**config.mk**
```make
export PLATFORM = sky130hd
export DESIGN_NAME = jk_reg_bank
export DESIGN_NICKNAME = d
export VERILOG_FILES = /design/src/rtl/jk_reg_bank.sv
export SDC_FILE = /design/constraint.sdc
export NUM_CORES = 1
export LEC_CHECK = 0
export ABC_AREA = 1
export BUFFER_PORTS_ARGS = -buffer_cell sky130_fd_sc_hd__buf_4
export CAP_MARGIN = 20
export CORE_MARGIN = 4
export CORE_UTILIZATION = 54
export DETAILED_ROUTE_END_ITERATION = 8
export MAX_ROUTING_LAYER = met4
export PLACE_DENSITY_LB_ADDON = 0.3
export SYNTH_ARGS = -nofsm -noshare
export SYNTH_HDL_FRONTEND = slang
export SYNTH_SLANG_ARGS = --single-unit
```
**constraint.sdc**
```tcl
create_clock -name clk -period 5 [get_ports clk]
set_input_delay 0.75 -clock clk [delete_from_list [all_inputs] [get_ports clk]]
set_output_delay 0.75 -clock clk [all_outputs]
set_load 0.01 [all_outputs]
```
**src/rtl/jk_reg_bank.sv**
```systemverilog
// Bank of WIDTH independent JK flip-flops with a bank-wide enable and a parallel load.
// Each channel also has registered rise/fall strobes and a saturating or wrapping change counter.
module jk_reg_bank #(
  parameter int               WIDTH   = 8,
  parameter logic [WIDTH-1:0] RST_VAL = '0,
  parameter int               CNT_W   = 4,
  parameter bit               SAT     = 1'b1
) (
  input  logic                   clk,
  input  logic                   rst,
  input  logic                   en,
  input  logic [WIDTH-1:0]       j,
  input  logic [WIDTH-1:0]       k,
  input  logic                   load,
  input  logic [WIDTH-1:0]       load_val,
  input  logic                   cnt_clr,
  output logic [WIDTH-1:0]       q,
  output logic [WIDTH-1:0]       q_bar,
  output logic [WIDTH-1:0]       rise,
  output logic [WIDTH-1:0]       fall,
  output logic [WIDTH*CNT_W-1:0] change_cnt
);

  logic [WIDTH-1:0] r_q;
  logic [WIDTH-1:0] r_rise;
  logic [WIDTH-1:0] r_fall;
  logic [CNT_W-1:0] r_cnt [WIDTH];
  logic [WIDTH-1:0] w_q_nxt;
  logic [WIDTH-1:0] w_chg;

  // At the maximum count, the counter either stays there or wraps to zero.
  function automatic logic [CNT_W-1:0] cnt_inc(input logic [CNT_W-1:0] c);
    logic [CNT_W-1:0] v;
    if (c == {CNT_W{1'b1}}) v = SAT ? c : '0;
    else                    v = c + 1'b1;
    return v;
  endfunction

  always_comb begin
    w_q_nxt = r_q;
    if (load) begin
      w_q_nxt = load_val;
    end else if (en) begin
      for (int i = 0; i < WIDTH; i++) begin
        unique case ({j[i], k[i]})
          2'b00:   w_q_nxt[i] = r_q[i];
          2'b01:   w_q_nxt[i] = 1'b0;
          2'b10:   w_q_nxt[i] = 1'b1;
          default: w_q_nxt[i] = ~r_q[i];
        endcase
      end
    end
  end

  assign w_chg = w_q_nxt ^ r_q;

  // Strobes come from comparing the old and new q, so load-driven changes also pulse.
  always_ff @(posedge clk) begin
    if (rst) begin
      r_q    <= RST_VAL;
      r_rise <= '0;
      r_fall <= '0;
      for (int i = 0; i < WIDTH; i++) r_cnt[i] <= '0;
    end else begin
      r_q    <= w_q_nxt;
      r_rise <= w_chg & w_q_nxt;
      r_fall <= w_chg & r_q;
      for (int i = 0; i < WIDTH; i++) begin
        if (cnt_clr)       r_cnt[i] <= '0;
        else if (w_chg[i]) r_cnt[i] <= cnt_inc(r_cnt[i]);
      end
    end
  end

  assign q     = r_q;
  assign q_bar = ~r_q;
  assign rise  = r_rise;
  assign fall  = r_fall;

  for (genvar g = 0; g < WIDTH; g++) begin : g_cnt
    assign change_cnt[g*CNT_W +: CNT_W] = r_cnt[g];
  end

endmodule

```
Word level (Yosys, flattened, before mapping):

Memory sizes are Yosys's and may differ from the RTL's.
Cells that the tools add are included.

* flip-flop bits (word level): 24
* output and inout bits: 64
* input bits: 29
* bits in writable memories: 32
* memories: 1

* equal/unequal tests: 24
* reduce and logical (&&, ||, !) cells: 8
* bitwise gates (word level): 28
* muxes and demuxes: 95
* $add $sub $neg: 8

Memories
* r_cnt: words 8, width 4, rd ports 8, clocked after memory_dff 0, wr ports 8, line 27 `logic [CNT_W-1:0] r_cnt [WIDTH];`

Operators by type and width (count)
* 2-to-1 mux 4 bit: 48
* 2-to-1 mux 1 bit: 37
* adder 4 x 1 -> 4 bit (second input constant): 8
* equality test 4 bit (second input constant): 8
* case mux 1 bit (3 select lines): 8
* bitwise AND 8 bit: 2
* equality test 2 x 1 -> 1 bit (second input constant): 8
* equality test 2 bit (second input constant): 8
* logical NOT 2 bit: 8
* 2-to-1 mux 8 bit: 2
* OR 1 bit: 16
* inverter 1 bit: 8
* inverter 8 bit: 1
* bitwise XOR 8 bit: 1

Longest topological paths before layout:

* depth in word-level cells: 10
* depth in mapped cells: 11
* mapped depth without buffers: 9

Least setup slack after synthesis:

Ideal clock, no wire load.

* path type: input to register
* start: input port en
* end: memory r_cnt[7][0], in the netlist r_cnt[1][12] (enable)
* library setup time: 307 ps
* slack: 2893 ps
* stages: 10
* required time: 4693 ps
* arrival: 1800 ps
* path buffers: 2
* cell sequence: buf_6 buf_6 nand3_1 nand3_1 nand2_1 inv_1 ha_1 inv_1 o21ai_0 nand2_1

RTL lines
* start, declared: line 11 `input logic en,`
* end, declared: line 27

==> qor.txt <==
R2R Setup Slk = 3.28 ns
adder-cell share of the synthesized area = 10.65%
PnR worst setup slack = 2.986 ns
Inserted Diodes = 0
Reg clk slew, reported paths = 0.10 ns
gpl congestion = 0.7992
GRT Resource Usage Total = 19.64%
worst slack, placed = 2.647 ns
register area = 1441 µm²
Die Ht = 80.27 µm
Critical Path, Cell by Cell = buf_4 -> inv_2 -> or2_2 -> nand2_1 -> inv_1 -> ha_1 -> inv_1 -> o21ai_0 -> nand2_1
nature of the critical path endpoint = flip-flop
FF-to-FF End = r_cnt[1][5]
Synthesized Nets = 366
main combinational cell family by area after synthesis = simple AND/OR/NAND/NOR gates
H-tree depth = 2
FF-to-FF Start = q[5]
share of cells above drive strength 1 = 27.34%
setup_tns = 0 ns
Seq/Total Area, Yosys = 51.11%
RSZ-0062 raised after global routing = no
WL/cell = 12.37 µm
critical path's slowest cell = or2_2
Longest Clk Path Bufs = 2
first-pass GRT wire length = 9.528 mm
Post-CTS Setup Bufs = 0
Fillers = 413
IO Port Bufs = 92
VDD IR-drop max = 0.2020 mV
Compound-Gate Fraction of Synth Area = 2.839%
clock skew = 0.005471 ns
Core Region = 5075 µm²
kind of critical path = in -> reg
DRT iter0 DRCs = 86
WHS Endpoint = r_cnt[1][0]
Mapped Area = 2820 µm²
Synth area leaders = edfxtp_1 (34%), dfxtp_1 (17%), ha_1 (11%)
Achievable Freq = 496.6 MHz
first-pass iteration count of the detailed router = 4
Least-Margin Pin Slew = 0.3244 ns
post-synth top area cell = edfxtp_1
top cell type's share of synthesized area = 34.07%
critical path's largest stage delay = 0.29 ns
post-synth cell types = 20
multiplexer area fraction after synthesis = 0%
arrival time at the worst endpoint = 2.02 ns
Avg Vias per Cell = 4.840
HP Start = r_cnt[1][0]
number of nets in the layout = 458
Post-Synth Simple-Gate Area = 25.38%
starting density of the core = 55.57%
floorplan row count = 26
largest net degree at the start of global routing = 26
Worst Hold Class = reg -> reg
Detail Route Antenna Nets = 0
WHS Path Cells = 1
Die Wd = 80.27 µm
die area = 6442 µm²
post-synthesis cell count = 313
XOR/XNOR Fraction of Synth Area = 0%
status = complete, no violations
Max Slew Vio Count = 0
Sink Count = 56
IO Count = 93
area taken by multi-input logic gates = 1096 µm²
Hold Buf Count CTS = 0
max-cap check violation count = 0
clock tree from TritonCTS = built
Max-slew headroom = 78.37%
PwrDens = 288.2 nW/µm²
Worst Setup SP = load
initial antenna violation count = 0
number of remaining DRC errors = 0
Pleak = 1.776 nW
Setup Viol. Count Final = 0
startpoint types = input port
number of global-route vias before repair = 2085
final core occ = 71.57%
worst hold margin = 0.6526 ns
final hold vios = 0
R2R depth = 9
root buf cell = clkbuf_8
post-detail-place hpwl = 4.552 mm
area grow syn2layout = 28.79%
total global routing overflow = 0
Req. time, crit path = 5.01 ns
worst skew pair latency = 0.30 ns
WL final = 5.890 mm
Total Power = 1.047 mW
CTS Buf Count = 5
PostCTS Resize Cnt = 0
synthesis-stage register bit count = 56
final period utilization = 40.27%
crit path time final = 2.014 ns
Mean Syn Cell Area = 9.010 µm²
vias = 2304
CP max FO = 16
number of synthesis warnings = 0
## cells in the final DEF (no fill, tap or decap), types with 2 or more instances in the layout
| cell type | Yosys | final |
|---|---|---|
| clkbuf_8 | 0 | 5 |
| ha_1 | 24 | 24 |
| buf_4 | 0 | 92 |
| nand4_1 | 8 | 8 |
| nand2_4 | 2 | 2 |
| or2_2 | 6 | 6 |
| nand2_1 | 54 | 54 |
| nor3b_2 | 2 | 2 |
| a21oi_1 | 8 | 8 |
| nand3_1 | 24 | 24 |
| nor3b_1 | 6 | 6 |
| nor2_1 | 48 | 48 |
| dfxtp_1 | 24 | 24 |
| o21ai_0 | 8 | 8 |
| inv_1 | 56 | 56 |
| edfxtp_1 | 32 | 32 |
| or2_1 | 2 | 2 |
## layer usage
metal  wire, µm  up-vias  GRT usage (%)
met5          0        -              -
met4         61        0          5.574
met3        438        6          3.812
met2       2972       70          34.35
met1       2419     1045          22.99
li1           -     1183              -
## stage by stage
step	cells	instance area, µm²
after detailed placement	468	3530
after global placement	468	3530
after global routing	476	3632
after CTS	476	3632
final	476	3632
after floorplan	313	2820
## report_power, final
group          switching (mW)  total [mW]  internal [mW]
combinational           0.113       0.213          0.100
sequential             0.0361       0.564          0.528
clock                   0.141       0.269          0.129
## critical path: cells and delay by family
family	cells	cell delay, ns
simple gates	3	0.55
buf+inv	4	0.35
fa+ha+maj	1	0.27
compound gates	1	0.10
## kinds of logic after synthesis
logic type,after synthesis
flops,56
buf+inv,64
fa+ha+maj,24
compound gates,16
simple gates,153
## cell usage after synthesis
library cell  count
nor2_1           48
buf_6             3
ha_1             24
nand2_4           2
nand4_1           8
nand3_1          24
inv_2             1
o21ai_0           8
nand2_1          54
or2_1             2
nor3b_2           2
buf_12            1
or2_2             6
inv_1            56
a21oi_1           8
nor2_8            1
edfxtp_1         32
nor3b_1           6
dfxtp_1          24
buf_2             3
## worst max-delay path by stage
stage                     cells after the start            to
after global routing                          9  r_cnt[0][14]
final                                         9   r_cnt[1][5]
after detailed placement                      9   r_cnt[1][5]
after global placement                        9  r_cnt[1][15]
after floorplan                              10  r_cnt[1][12]
after CTS                                     9   r_cnt[1][5]
## state kept, by name (all words and copies together) (netlist names)
| name | cells |
|---|---|
| r_cnt | 32 |
| fall | 8 |
| rise | 8 |
| q | 8 |
## layout make-up
class | instances | area share [%]
inverter | 57 | 5.890
clock buffer | 7 | 2.687
timing repair buffer | 92 | 19.01
clock inverter | 1 | 0.1378
multi-input combinational | 193 | 30.18
sequential | 56 | 39.68
tap | 70 | 2.411
Note: power is estimated with default switching activity, not from simulation.
